==> src/rtl/bias_act.sv <==
// rtl/bias_act.sv - chunked bias-add, rounding shift, ReLU and saturation stage
//
// Bias line c is BiasInit[c*WorkingRegs*BiasWidth +: WorkingRegs*BiasWidth];
// lane i within a line is bits [i*BiasWidth +: BiasWidth].
module bias_act #(
    parameter int InVecLength = 64,
    parameter int WorkingRegs = 8,
    parameter int InWidth     = 16,
    parameter int BiasWidth   = 8,
    parameter int OutWidth    = 8,
    parameter int Shift       = 4,
    parameter int ReluEn      = 1,
    parameter logic [InVecLength*BiasWidth-1:0] BiasInit = '0
) (
    input  logic                            clk_in,
    input  logic                            rst_in,
    input  logic                            in_valid,
    output logic                            in_ready,
    input  logic [WorkingRegs*InWidth-1:0]  in_data,
    output logic                            out_valid,
    input  logic                            out_ready,
    output logic [WorkingRegs*OutWidth-1:0] out_data,
    output logic                            out_last,
    output logic                            out_sat
);

    localparam int NCH = InVecLength / WorkingRegs;
    localparam int PW  = (NCH > 1) ? $clog2(NCH) : 1;
    localparam int RW  = WorkingRegs * BiasWidth;
    localparam int W   = ((InWidth > BiasWidth) ? InWidth : BiasWidth) + 2;

    localparam logic [PW-1:0]       LAST_PTR = PW'(NCH - 1);
    localparam logic signed [W-1:0] RND      = W'((Shift > 0) ? (2 ** (Shift - 1)) : 0);
    localparam logic signed [W-1:0] OMAX     = W'((2 ** (OutWidth - 1)) - 1);
    localparam logic signed [W-1:0] OMIN     = -W'(2 ** (OutWidth - 1));

    logic [PW-1:0]                  chunk_ptr;
    logic                           s1_valid;
    logic                           s1_last;
    logic [WorkingRegs*InWidth-1:0] s1_data;
    logic [RW-1:0]                  bias_q;
    logic                           out_adv;
    logic                           in_hs;
    logic [WorkingRegs*OutWidth-1:0] res_data;
    logic                           res_sat;

    // Handshake/advance logic; in_ready is held low while reset is asserted
    always_comb begin
        out_adv  = !out_valid || out_ready;
        in_ready = !rst_in && (!s1_valid || out_adv);
        in_hs    = in_valid && in_ready;
    end

    // Chunk counter and bias ROM read, both advancing on the input handshake
    always_ff @(posedge clk_in) begin
        if (rst_in) begin
            chunk_ptr <= '0;
            bias_q    <= '0;
        end else if (in_hs) begin
            chunk_ptr <= (chunk_ptr == LAST_PTR) ? '0 : chunk_ptr + 1'b1;
            bias_q    <= BiasInit[int'(chunk_ptr) * RW +: RW];
        end
    end

    // Stage 1: capture input lanes and last flag alongside the ROM output
    always_ff @(posedge clk_in) begin
        if (rst_in) begin
            s1_valid <= 1'b0;
            s1_last  <= 1'b0;
            s1_data  <= '0;
        end else begin
            if (in_ready) begin
                s1_valid <= in_valid;
            end
            if (in_hs) begin
                s1_data <= in_data;
                s1_last <= (chunk_ptr == LAST_PTR);
            end
        end
    end

    // Per-lane bias add, half-up rounding shift, ReLU, then signed saturation
    always_comb begin
        res_data = '0;
        res_sat  = 1'b0;
        for (int i = 0; i < WorkingRegs; i++) begin
            logic signed [W-1:0] s;
            s = W'(signed'(s1_data[i*InWidth +: InWidth]))
              + W'(signed'(bias_q[i*BiasWidth +: BiasWidth]));
            s = (s + RND) >>> Shift;
            if ((ReluEn != 0) && (s < 0)) begin
                s = '0;
            end
            if (s > OMAX) begin
                s       = OMAX;
                res_sat = 1'b1;
            end else if (s < OMIN) begin
                s       = OMIN;
                res_sat = 1'b1;
            end
            res_data[i*OutWidth +: OutWidth] = s[OutWidth-1:0];
        end
    end

    // Output register: loads from stage 1 whenever the output may advance
    always_ff @(posedge clk_in) begin
        if (rst_in) begin
            out_valid <= 1'b0;
            out_data  <= '0;
            out_last  <= 1'b0;
            out_sat   <= 1'b0;
        end else if (out_adv) begin
            out_valid <= s1_valid;
            if (s1_valid) begin
                out_data <= res_data;
                out_last <= s1_last;
                out_sat  <= res_sat;
            end
        end
    end

endmodule
==> config.mk <==
export PLATFORM = sky130hd
export DESIGN_NAME = bias_act
export DESIGN_NICKNAME = d
export VERILOG_FILES = /design/src/rtl/bias_act.sv
export SDC_FILE = /design/constraint.sdc
export NUM_CORES = 1
export LEC_CHECK = 0
export CELL_PAD_IN_SITES_DETAIL_PLACEMENT = 1
export CELL_PAD_IN_SITES_GLOBAL_PLACEMENT = 2
export CORE_MARGIN = 3
export CORE_UTILIZATION = 31
export DETAILED_ROUTE_END_ITERATION = 10
export HOLD_SLACK_MARGIN = 0.1
export PLACE_DENSITY = 0.83
export SYNTH_ARGS = -nofsm -noshare
export SYNTH_HDL_FRONTEND = slang
export SYNTH_SLANG_ARGS = --single-unit
==> constraint.sdc <==
create_clock -name clk_in -period 3.85 [get_ports clk_in]
set_input_delay 0.77 -clock clk_in [delete_from_list [all_inputs] [get_ports clk_in]]
set_output_delay 0.77 -clock clk_in [all_outputs]
set_load 0.01 [all_outputs]
; Word level (Yosys, flattened, before mapping)
; Index checks and enable logic that the tools add are counted.
; Widths: inputs -> output; s select.
[word_totals]
reg_bits = 264
in_bits = 132
out_inout_bits = 68
wordCells = 101
[classes]
add_sub_neg = 17
n_lt_le_gt_ge = 24
eq_ne = 1
shifts = 1
mux = 41
reduce_logical = 8
[ops]
columns = cell, n
row1 = $shiftx 512x10->64 const A, 1
row2 = $add 17x5->18 const B, 8
row3 = $gt 18x8->1 const B, 8
row4 = $lt 18x8->1 const B, 8
row5 = $mux 18, 8
row6 = $add 16x8->17, 8
row7 = $mux 8, 16
row8 = $lt 14x1->1 const B, 8
row9 = $mux 1, 16
row10 = $add 3x1->3 const B, 1
row11 = $eq 3x3->1 const B, 1
row12 = $logic_not 1->1, 3
row13 = $mux 3, 1
row14 = $logic_and 1x1->1, 2
row15 = $logic_or 1x1->1, 2
row16 = $reduce_and 2->1, 1

; Longest topological paths before layout
; Gate-level depths: netlist of run 1.
[logic_depth]
ltp_word = 21
ltp_mapped = 9
depth_no_buf = 8

; Worst setup path before layout of run 1
; No wires, ideal clock.
[synth_path]
kind = input to register
from = input rst_in
to = register chunk_ptr[1]
setup_time_ns = 0.059
arrival_time_ns = 2.089
t_required_ns = 3.791
slack_ns = 1.702
cell_stages = 7
n_path_buf = 3
path_cell_list = clkbuf_1 -> a21oi_1 -> and2_1 -> clkbuf_1 -> clkbuf_1 -> nand2_1 -> nand2_1
[synth_between]
elab_chain_len = 3
[synth_lines]
columns = item, line_no
row1 = start: declaration, 16  ; input logic rst_in,
row2 = $logic_not 1->1, 50  ; in_ready = !rst_in && (!s1_valid || out_adv);
row3 = $logic_and 1x1->1, 50
row4 = net in_ready, 18  ; output logic in_ready,
row5 = $logic_and 1x1->1, 51  ; in_hs = in_valid && in_ready;
row6 = end signal: assignment, 60  ; chunk_ptr <= (chunk_ptr == LAST_PTR) ? '0 : chunk_ptr + 1'b1;
row7 = end: declaration, 37  ; logic [PW-1:0] chunk_ptr;
; The timed path passes the listed nets, and every way through them passes these cells.
; A chain may end at the register's enable or synchronous reset.

; Worst setup path in the final report of run 1
[layout_path]
from = input out_ready
to = output in_ready
[layout_between]
elab_chain_len = 3
[layout_lines]
columns = item, line_no
row1 = start: declaration, 21  ; input logic out_ready,
row2 = $logic_or 1x1->1, 49  ; out_adv = !out_valid || out_ready;
row3 = $logic_or 1x1->1, 50
row4 = $logic_and 1x1->1, 50
row5 = end: declaration, 18
; No other way between the ends.

==> results.sh, run 1 <==
export IMPL_fin_crit_ns=3.104
export IMPL_gp_congestion=0.8178
export IMPL_final_cell_mix="nand2_1, dfxtp_1, clkdlybuf4s50_1, nand3b_1, nor2_1"
export IMPL_final_common_cell="nand2_1"
export IMPL_grt_pass1_wl_um=40650
export IMPL_ys_flop_type="dfxtp_1"
export IMPL_drive_gt1_share_pct=5.456
export IMPL_cts_buffers=17
export IMPL_die_height_um=169.4
export IMPL_cpMaxStageDelayCell="clkdlybuf4s50_1"
export IMPL_power_density_nw_per_um2=401.4
export IMPL_insertion_delay_ns=0.42
export IMPL_multi_input_area_um2=4521
export IMPL_cts_resized=0
export IMPL_hold_viol_final=0
export IMPL_io_pins=200
export IMPL_cts_sinks=176
export IMPL_p_leak_uw=0.004344
export IMPL_synthesis_area_um2=8272
export IMPL_avgSynthCellArea_um2=8.174
export IMPL_async_flop_share_pct=0
export IMPL_drt_wl_total_um=24850
export IMPL_worst_setup_path_start_kind="primary input"
export IMPL_num_vias=7608
export IMPL_rrSetupSlack_ns=1.45
export IMPL_fin_util_pct=41.73
export IMPL_cts_root_buffer="clkbuf_16"
export IMPL_drt_pre_antenna_iters=4
export IMPL_core_area_um2=26130
export IMPL_cpPeakStageDelay_ns=0.66
export IMPL_initial_core_util_pct=31.65
export IMPL_ir_drop_v=0.0002498
export IMPL_cp_top_family="buffers and inverters"
export IMPL_slew_headroom_pct=49.20
export IMPL_grt_setup_unrepaired="no"
export IMPL_maxCapViolCount=0
export IMPL_fin_nets=1310
export IMPL_worst_slew_pin_slew_ns=0.7604
export IMPL_required_ns=3.08
export IMPL_path_clk_slew_ns=0.07
export IMPL_final_cell_area_um2=10900
export IMPL_seqCellArea_um2=3523
export IMPL_fp_row_count=59
export IMPL_synth_top_area_share_pct=42.60
export IMPL_cts_tree="built"
export IMPL_synth_top_family_by_area="simple AND/OR/NAND/NOR gates"
export IMPL_hold_ws_ns=0.4475
export IMPL_ys_seq_area_share_pct=42.60
export IMPL_die_x_um=169.4
export IMPL_synth_area_top_cells="dfxtp_1, nand2_1, nand3b_1, ha_1, xnor2_1"
export IMPL_syn_instance_count=1012
export IMPL_areaGrowthSynthToFinish_pct=31.83
export IMPL_postRouteAntennaNets=0
export IMPL_grt_use_met2_pct=29.34
export IMPL_hold_path_class="flop to flop"
export IMPL_fillers=3116
export IMPL_grt_pass1_vias=7973
export IMPL_synth_area_leader_cell="dfxtp_1"
export IMPL_grt_busiest_layer="met2"
export IMPL_vias_per_cell=5.045
export IMPL_synth_xor_area_share_pct=4.341
export IMPL_hpwlAfterDp_um=17540
export IMPL_grt_total_usage_pct=17.25
export IMPL_post_cts_buffers=0
export IMPL_endpoint_kind="output port"
export IMPL_cpMostUsedCell="clkdlybuf4s50_1"
export IMPL_cp_max_fo=3
export IMPL_yosysWarningCount=0
export IMPL_portBuffers=175
export IMPL_crit_type="primary input to output port"
export IMPL_drt_iter0_drc=340
export IMPL_clock_path_buffers=2
export IMPL_synth_compound_area_share_pct=13.80
export IMPL_grt_util_met3_pct=4.170
export IMPL_drcViolationCount=0
export IMPL_post_route_period_util_pct=80.64
export IMPL_grt_max_degree=75
export IMPL_synth_edf_count=0
export IMPL_diodes=0
export IMPL_synth_seq_cells=176
export IMPL_placedInstanceArea_um2=10370
export IMPL_finalSetupViolations=0
export IMPL_drv_slew=0
export IMPL_outcome="finished clean"
export IMPL_synth_nets=1162
export IMPL_yosys_mux_area_fraction_pct=0.6051
export IMPL_fin_setup_tns_ns=0
export IMPL_synthAdderAreaFrac_pct=2.723
export IMPL_dieArea_um2=28680
export IMPL_synthSimpleGateAreaFrac_pct=32.95
export IMPL_finClkSkew_ns=0.01382
export IMPL_path_buf_inv=2
export IMPL_grtUsageMet1_pct=22.40
export IMPL_fmax_mhz=322.1
export IMPL_wl_per_cell_um=16.48
export IMPL_grt_antenna_before_repair=5
export IMPL_cts_hold_buf=0
export IMPL_total_power_uw=4377
export IMPL_crit_path_cell_trace="clkdlybuf4s50_1 > nor2b_1 > a21oi_1 > clkdlybuf4s50_1"
export IMPL_critPathArrivalTime_ns=2.33
export IMPL_grt_overflow=0
export IMPL_htreeDepth=4
export IMPL_synthDistinctLibCells=64
## layout make-up
| type | count | area share (%) |
|---|---|---|
| sequential | 176 | 32.31 |
| inverter | 6 | 0.2065 |
| clock buffer | 22 | 4.165 |
| timing repair buffer | 188 | 17.28 |
| clock inverter | 10 | 0.7344 |
| tap | 335 | 3.844 |
| multi-input combinational | 771 | 41.46 |
## power by group
| group | internal (uW) | switching (uW) |
|---|---|---|
| sequential | 1950 | 133 |
| combinational | 352 | 323 |
| clock | 852 | 767 |
| total | 3150 | 1220 |
## cells by family after synthesis
| family | Yosys count |
|---|---|
| AND/OR/NAND/NOR | 540 |
| flip-flops | 176 |
| AO/OA/AOI/OAI | 167 |
| buffers and inverters | 65 |
| XOR/XNOR | 41 |
| adder cells (fa/ha/maj) | 18 |
| multiplexers | 5 |
## metal layers
layer / part of all wire, % / wire length, um
met1: 47 / 11710
met2: 47 / 11760
met3: 4.6 / 1143
met4: 0.69 / 171
met5: 0.26 / 64
## worst min-delay path, delay by kind of cell, from the launching register on
| kind | cells | cell delay, ns |
|---|---|---|
| simple gates | 1 | 0.05 |
| compound gates | 1 | 0.05 |
| flops | 1 | 0.31 |
## sequential cells by signal, indices dropped and copies added, names as in the netlist
register / cells
out_last: 1
out_data: 64
out_valid: 1
s1_last: 1
s1_valid: 1
chunk_ptr: 3
out_sat: 1
s1_data: 104
## cell usage after synthesis, drive strengths merged (2+ instances only)
| cell type | number |
|---|---|
| and3 | 17 |
| or3 | 3 |
| and2 | 12 |
| a41o | 2 |
| mux2i | 5 |
| nand4 | 11 |
| nand3 | 22 |
| nand2b | 3 |
| a211oi | 16 |
| nand3b | 104 |
| and4 | 10 |
| o211ai | 17 |
| o21ai | 39 |
| a21oi | 39 |
| inv | 6 |
| xor2 | 16 |
| o31ai | 7 |
| nand2 | 266 |
| a311oi | 9 |
| dfxtp | 176 |
| nor2b | 4 |
| nor2 | 57 |
| a31oi | 9 |
| xnor2 | 25 |
| o22ai | 9 |
| clkbuf | 53 |
| ha | 18 |
| a2111oi | 2 |
| a22o | 3 |
| nor3 | 23 |
| buf | 6 |
| nor4 | 4 |
## stage by stage
stage          instances  worst slack (ns)
2_1_floorplan       1012             1.702
3_3_place_gp        1476            0.6864
3_5_place_dp        1476            0.7330
4_1_cts             1508            0.7133
5_1_grt             1508            0.5779
6_report            1508            0.7455
## path summary, 6_finish.rpt
path / startpoint / to / cells past startpoint
min reg2reg: s1_last / out_last / 2
min: s1_last / out_last / 2
max reg2reg: s1_data[115] / out_sat / 8
max: out_ready / in_ready / 4
(Power assumes the default switching activity.)
==> run 2: changes to the inputs <==
--- a/config.mk
+++ b/config.mk
@@ -8,10 +8,10 @@
 export CELL_PAD_IN_SITES_DETAIL_PLACEMENT = 1
 export CELL_PAD_IN_SITES_GLOBAL_PLACEMENT = 2
 export CORE_MARGIN = 3
-export CORE_UTILIZATION = 31
+export CORE_UTILIZATION = 26
 export DETAILED_ROUTE_END_ITERATION = 10
 export HOLD_SLACK_MARGIN = 0.1
-export PLACE_DENSITY = 0.83
+export PLACE_DENSITY = 0.74
 export SYNTH_ARGS = -nofsm -noshare
 export SYNTH_HDL_FRONTEND = slang
 export SYNTH_SLANG_ARGS = --single-unit
==> constraint.sdc (replaced) <==
create_clock -name clk_in -period 2.5 [get_ports clk_in]
set_input_delay 0.5 -clock clk_in [delete_from_list [all_inputs] [get_ports clk_in]]
set_output_delay 0.5 -clock clk_in [all_outputs]
set_load 0.01 [all_outputs]
==> run 2 against run 1 <==
Against the previous run:
- global-route usage decreased by 2.0 points
- combinational power increased by 58%
- die area increased by 19%
- cell area increased by 2.4%
- via count increased by 0.97%
- power increased by 61%
- sequential power increased by 54%
- largest cell class unchanged
- critical endpoint is now out_sat
- utilization decreased by 5.7 points
- first-iteration DRC count decreased by 13%
- sequential cell count unchanged
- critical path type is now flop to flop
==> results.sh, run 2 (synthesis gave the netlist of run 1 again) <==
export IMPL_outcome="finished clean"
export IMPL_post_route_period_util_pct=92.63
export IMPL_total_power_uw=7039
export IMPL_finalSetupViolations=0
export IMPL_worst_slew_pin_slew_ns=0.6771
export IMPL_clock_path_buffers=2
export IMPL_drt_iter0_drc=296
export IMPL_areaGrowthSynthToFinish_pct=34.97
export IMPL_power_density_nw_per_um2=630.5
export IMPL_grt_pass1_vias=7709
export IMPL_required_ns=2.79
export IMPL_drcViolationCount=0
export IMPL_p_leak_uw=0.004446
export IMPL_reg_top3="s1_data: 104 flops, out_data: 64 flops, chunk_ptr: 3 flops"
export IMPL_wl_per_cell_um=16.46
export IMPL_hold_viol_final=0
export IMPL_fp_row_count=64
export IMPL_cts_sinks=176
export IMPL_ir_drop_v=0.0004510
export IMPL_fin_nets=1317
export IMPL_io_pins=200
export IMPL_drive_gt1_share_pct=6.616
export IMPL_path_clk_slew_ns=0.07
export IMPL_cts_buffers=17
export IMPL_grt_overflow=0
export IMPL_gp_congestion=0.7442
export IMPL_grt_total_usage_pct=15.25
export IMPL_grt_max_degree=172
export IMPL_fin_util_pct=36.03
export IMPL_final_common_cell="nand2_1"
export IMPL_hpwlAfterDp_um=18470
export IMPL_portBuffers=175
export IMPL_drt_wl_total_um=25920
export IMPL_fin_cells=1575
export IMPL_drv_slew=0
export IMPL_critPathArrivalTime_ns=2.61
export IMPL_endpoint_kind="flop"
export IMPL_insertion_delay_ns=0.44
export IMPL_fin_crit_ns=2.316
export IMPL_final_cell_mix="nand2_1, dfxtp_1, clkdlybuf4s50_1, nand3b_1, nor2_1"
export IMPL_grt_antenna_before_repair=5
export IMPL_grt_pass1_wl_um=41400
export IMPL_crit_type="flop to flop"
export IMPL_grt_setup_unrepaired="no"
export IMPL_cp_max_fo=8
export IMPL_largest_register="s1_data"
export IMPL_cts_root_buffer="clkbuf_16"
export IMPL_diodes=0
export IMPL_finClkSkew_ns=0.01110
export IMPL_die_x_um=184.4
export IMPL_slew_headroom_pct=54.86
export IMPL_drt_pre_antenna_iters=4
export IMPL_die_height_um=184.4
export IMPL_fmax_mhz=431.8
export IMPL_cts_tree="built"
export IMPL_core_area_um2=30990
export IMPL_postRouteAntennaNets=0
export IMPL_layout_setup_ws_ns=0.1843
export IMPL_maxCapViolCount=0
export IMPL_vias_per_cell=4.877
export IMPL_num_vias=7682
export IMPL_htreeDepth=4
export IMPL_worst_setup_path_start_kind="flop"
export IMPL_largest_reg_flops=104
export IMPL_dp_cells=1544
export IMPL_dpl_worst_slack_ns=-0.1175
export IMPL_hold_path_class="flop to flop"
export IMPL_initial_core_util_pct=26.69
export IMPL_dieArea_um2=33990
[run 2: changes by cell type in the layout (fill, tap and decap cells not counted), moves of 2 or more]
cell,before,now
bufinv_16,0,2
buf_12,3,7
buf_4,11,14
clkinvlp_4,3,0
clkinv_4,4,6
clkbuf_1,4,0
[run 2: worst max-delay path, cell delays in order, from the launching register on]
cell,delay (ns)
dfxtp_1,0.34
ha_1,0.24
ha_1,0.23
and4_4,0.22
a211o_1,0.29
a211oi_1,0.28
o22ai_2,0.19
a211oi_2,0.25
a41oi_1,0.13
[run 2: layer usage]
layer	up-vias	GRT usage, %	wire length, um
met2	129	25.94	12350
met5	-	0	75
li1	3844	-	-
met4	10	3.598	240
met1	3673	19.26	11990
met3	26	4.144	1260
[run 2: metrics by stage]
| stage | hold WS [ns] | instance area (um2) | TNS [ns] |
|---|---|---|---|
| floorplan | 0.4321 | 8272 | 0 |
| detailed placement | 0.4426 | 10550 | -0.1175 |
| global placement | 0.4428 | 10550 | -0.1002 |
| global route | 0.4789 | 11160 | 0 |
| finish | 0.4525 | 11160 | 0 |
| CTS | 0.4543 | 11150 | 0 |
[run 2: final cells by class]
cell class	count	area (um2)
Multi-Input combinational cell	771	4539
Sequential cell	176	3523
Clock buffer	18	439.2
Timing Repair Buffer	195	1989
Tap cell	396	495.5
Fill cell	3594	19830
Clock inverter	13	155.1
Inverter	6	22.52
[run 2: power by group]
part	switching, uW	internal, uW
sequential	209	3000
clock	1240	1520
combinational	506	562
[run 2: worst paths after layout]
kind                                   start           end  slack, ns  cells past startpoint
worst max-delay path            s1_data[115]       out_sat       0.18                      8
worst min register to register  out_data[40]  out_data[40]       0.45                      2
worst max register to register  s1_data[115]       out_sat       0.18                      8
worst min-delay path            out_data[40]  out_data[40]       0.45                      2
[run 2: what timing repair did]
action | CTS | global route
hold buffers | 0 | 0
endpoints found under the setup margin | 1 | 5
resized for setup | 2 | 4
buffers inserted | 0 | 0
pin swaps | 0 | 0
==> run 3: changes to the inputs <==
--- a/config.mk
+++ b/config.mk
@@ -12,6 +12,7 @@
 export DETAILED_ROUTE_END_ITERATION = 10
 export HOLD_SLACK_MARGIN = 0.1
 export PLACE_DENSITY = 0.74
+export RECOVER_POWER = 25
 export SYNTH_ARGS = -nofsm -noshare
 export SYNTH_HDL_FRONTEND = slang
 export SYNTH_SLANG_ARGS = --single-unit
==> run 3 against run 2 <==
Against the previous run:
- critical path depth unchanged
- sequential cell count unchanged
- global-route usage stayed put
- largest cell class unchanged
- hold slack barely moved
==> results.sh, run 3 (synthesis gave the netlist of run 1 again) <==
export IMPL_maxCapViolCount=0
export IMPL_dieArea_um2=33990
export IMPL_fin_crit_ns=2.324
export IMPL_grt_antenna_before_repair=5
export IMPL_worst_setup_path_start_kind="flop"
export IMPL_fmax_mhz=430.2
export IMPL_slew_headroom_pct=54.33
export IMPL_internal_power_uw=5071
export IMPL_core_area_um2=30990
export IMPL_io_pins=200
export IMPL_wl_per_cell_um=16.46
export IMPL_grt_util_met3_pct=4.144
export IMPL_power_density_nw_per_um2=632.9
export IMPL_combPwrFrac_pct=15.0
export IMPL_areaGrowthSynthToFinish_pct=34.17
export IMPL_fp_row_count=64
export IMPL_worstReg2RegStart="s1_data[115]"
export IMPL_grt_pass1_wl_um=41400
export IMPL_power_share_switching_pct=27.80
export IMPL_grtUsageMet1_pct=19.26
export IMPL_die_x_um=184.4
export IMPL_grt_max_degree=172
export IMPL_final_cell_mix="nand2_1, dfxtp_1, clkdlybuf4s50_1, nand3b_1, nor2_1"
export IMPL_hpwlAfterDp_um=18470
export IMPL_diodes=0
export IMPL_portBuffers=175
export IMPL_insertion_delay_ns=0.44
export IMPL_drt_wl_total_um=25920
export IMPL_gp_congestion=0.7442
export IMPL_endpoint_kind="flop"
export IMPL_grt_use_met2_pct=25.94
export IMPL_drt_pre_antenna_iters=6
export IMPL_htreeDepth=4
export IMPL_grt_busiest_layer="met2"
export IMPL_dp_cells=1544
export IMPL_pwr_share_clk_pct=39.3
export IMPL_largest_register="s1_data"
export IMPL_fin_cells=1575
export IMPL_fin_nets=1317
export IMPL_drv_slew=0
export IMPL_ir_drop_v=0.0004510
export IMPL_drcViolationCount=0
export IMPL_vias_per_cell=4.885
export IMPL_dpl_worst_slack_ns=-0.1175
export IMPL_hold_viol_final=0
export IMPL_pwr_share_seq_pct=45.7
export IMPL_worst_slew_pin_slew_ns=0.6851
export IMPL_postRouteAntennaNets=0
export IMPL_cts_tree="built"
export IMPL_finalSetupViolations=0
export IMPL_outcome="finished clean"
export IMPL_p_leak_uw=0.004421
export IMPL_num_vias=7694
export IMPL_fillers=3599
export IMPL_die_height_um=184.4
export IMPL_crit_type="flop to flop"
export IMPL_hold_path_class="flop to flop"
export IMPL_net_switching_power_uw=1953
export IMPL_initial_core_util_pct=26.69
export IMPL_critPathArrivalTime_ns=2.61
export IMPL_cts_buffers=17
export IMPL_drt_iter0_drc=305
export IMPL_largest_reg_flops=104
export IMPL_grt_total_usage_pct=15.25
export IMPL_cp_startpoint="s1_data[115]"
export IMPL_required_ns=2.79
export IMPL_grt_overflow=0
export IMPL_post_route_period_util_pct=92.97
export IMPL_drive_gt1_share_pct=6.277
export IMPL_cp_max_fo=8
export IMPL_clock_path_buffers=2
export IMPL_layout_setup_ws_ns=0.1757
export IMPL_path_clk_slew_ns=0.07
export IMPL_cts_root_buffer="clkbuf_16"
export IMPL_cts_sinks=176
export IMPL_final_common_cell="nand2_1"
export IMPL_hp_start="out_data[40]"
export IMPL_grt_pass1_vias=7709
export IMPL_reg_top3="s1_data: 104 flops, out_data: 64 flops, chunk_ptr: 3 flops"
export IMPL_finClkSkew_ns=0.01111
export IMPL_grt_setup_unrepaired="no"
-- run 3: power by group through the flow --
| stage | logic (uW) | registers [uW] | clock network, uW |
|---|---|---|---|
| after detailed placement | 1080 | 3270 | 0 |
| after global routing | 1180 | 3240 | 2980 |
| after floorplan | 536 | 3240 | 0 |
| after global placement | 1070 | 3270 | 0 |
| after CTS | 1090 | 3210 | 2870 |
| final | 1050 | 3210 | 2760 |
-- run 3: what timing repair did --
action | 4_1_cts | 5_1_grt
hold buffers | 0 | 0
endpoints found under the setup margin | 1 | 5
buffers inserted | 0 | 0
resized for setup | 2 | 4
-- run 3: critical path: stages (launching register included) --
cell and delay [ns]:
dfxtp_1 0.34, ha_1 0.25, ha_1 0.23, and4_4 0.22
a211o_1 0.29, a211oi_1 0.28, o22ai_2 0.19, a211oi_2 0.25
a41oi_1 0.13
-- run 3: through the flow --
step | utilization (%) | power (uW) | TNS, ns | area (um2) | hold WS, ns
after floorplan | - | 3773 | 0 | 8272 | 0.4321
after global placement | 34.04 | 4340 | -0.1002 | 10550 | 0.4428
after detailed placement | 34.04 | 4356 | -0.1175 | 10550 | 0.4426
after CTS | 35.98 | 7177 | 0 | 11150 | 0.4543
after global routing | 35.81 | 7408 | 0 | 11100 | 0.4789
final | 35.81 | 7024 | 0 | 11100 | 0.4526
-- run 3: path summary, 6_finish.rpt --
kind                                endpoint  slack [ns]  depth (start not counted)
worst max register to register       out_sat        0.18                          8
worst max-delay path                 out_sat        0.18                          8
worst min-delay path            out_data[40]        0.45                          2
worst min register to register  out_data[40]        0.45                          2
-- run 3: layout make-up --
class	instances	area (um2)	area share [%]
Clock buffer	18	439.2	3.957
Clock inverter	13	155.1	1.398
Inverter	6	22.52	0.2029
Multi-Input combinational cell	771	4527	40.79
Sequential cell	176	3523	31.75
Tap cell	396	495.5	4.465
Timing Repair Buffer	195	1936	17.44
-- run 3: per-layer routing --
metal | routed length [um] | share of wire, %
met5 | 75 | 0.29
met4 | 240 | 0.93
met3 | 1378 | 5.3
met2 | 12380 | 48
met1 | 11850 | 46
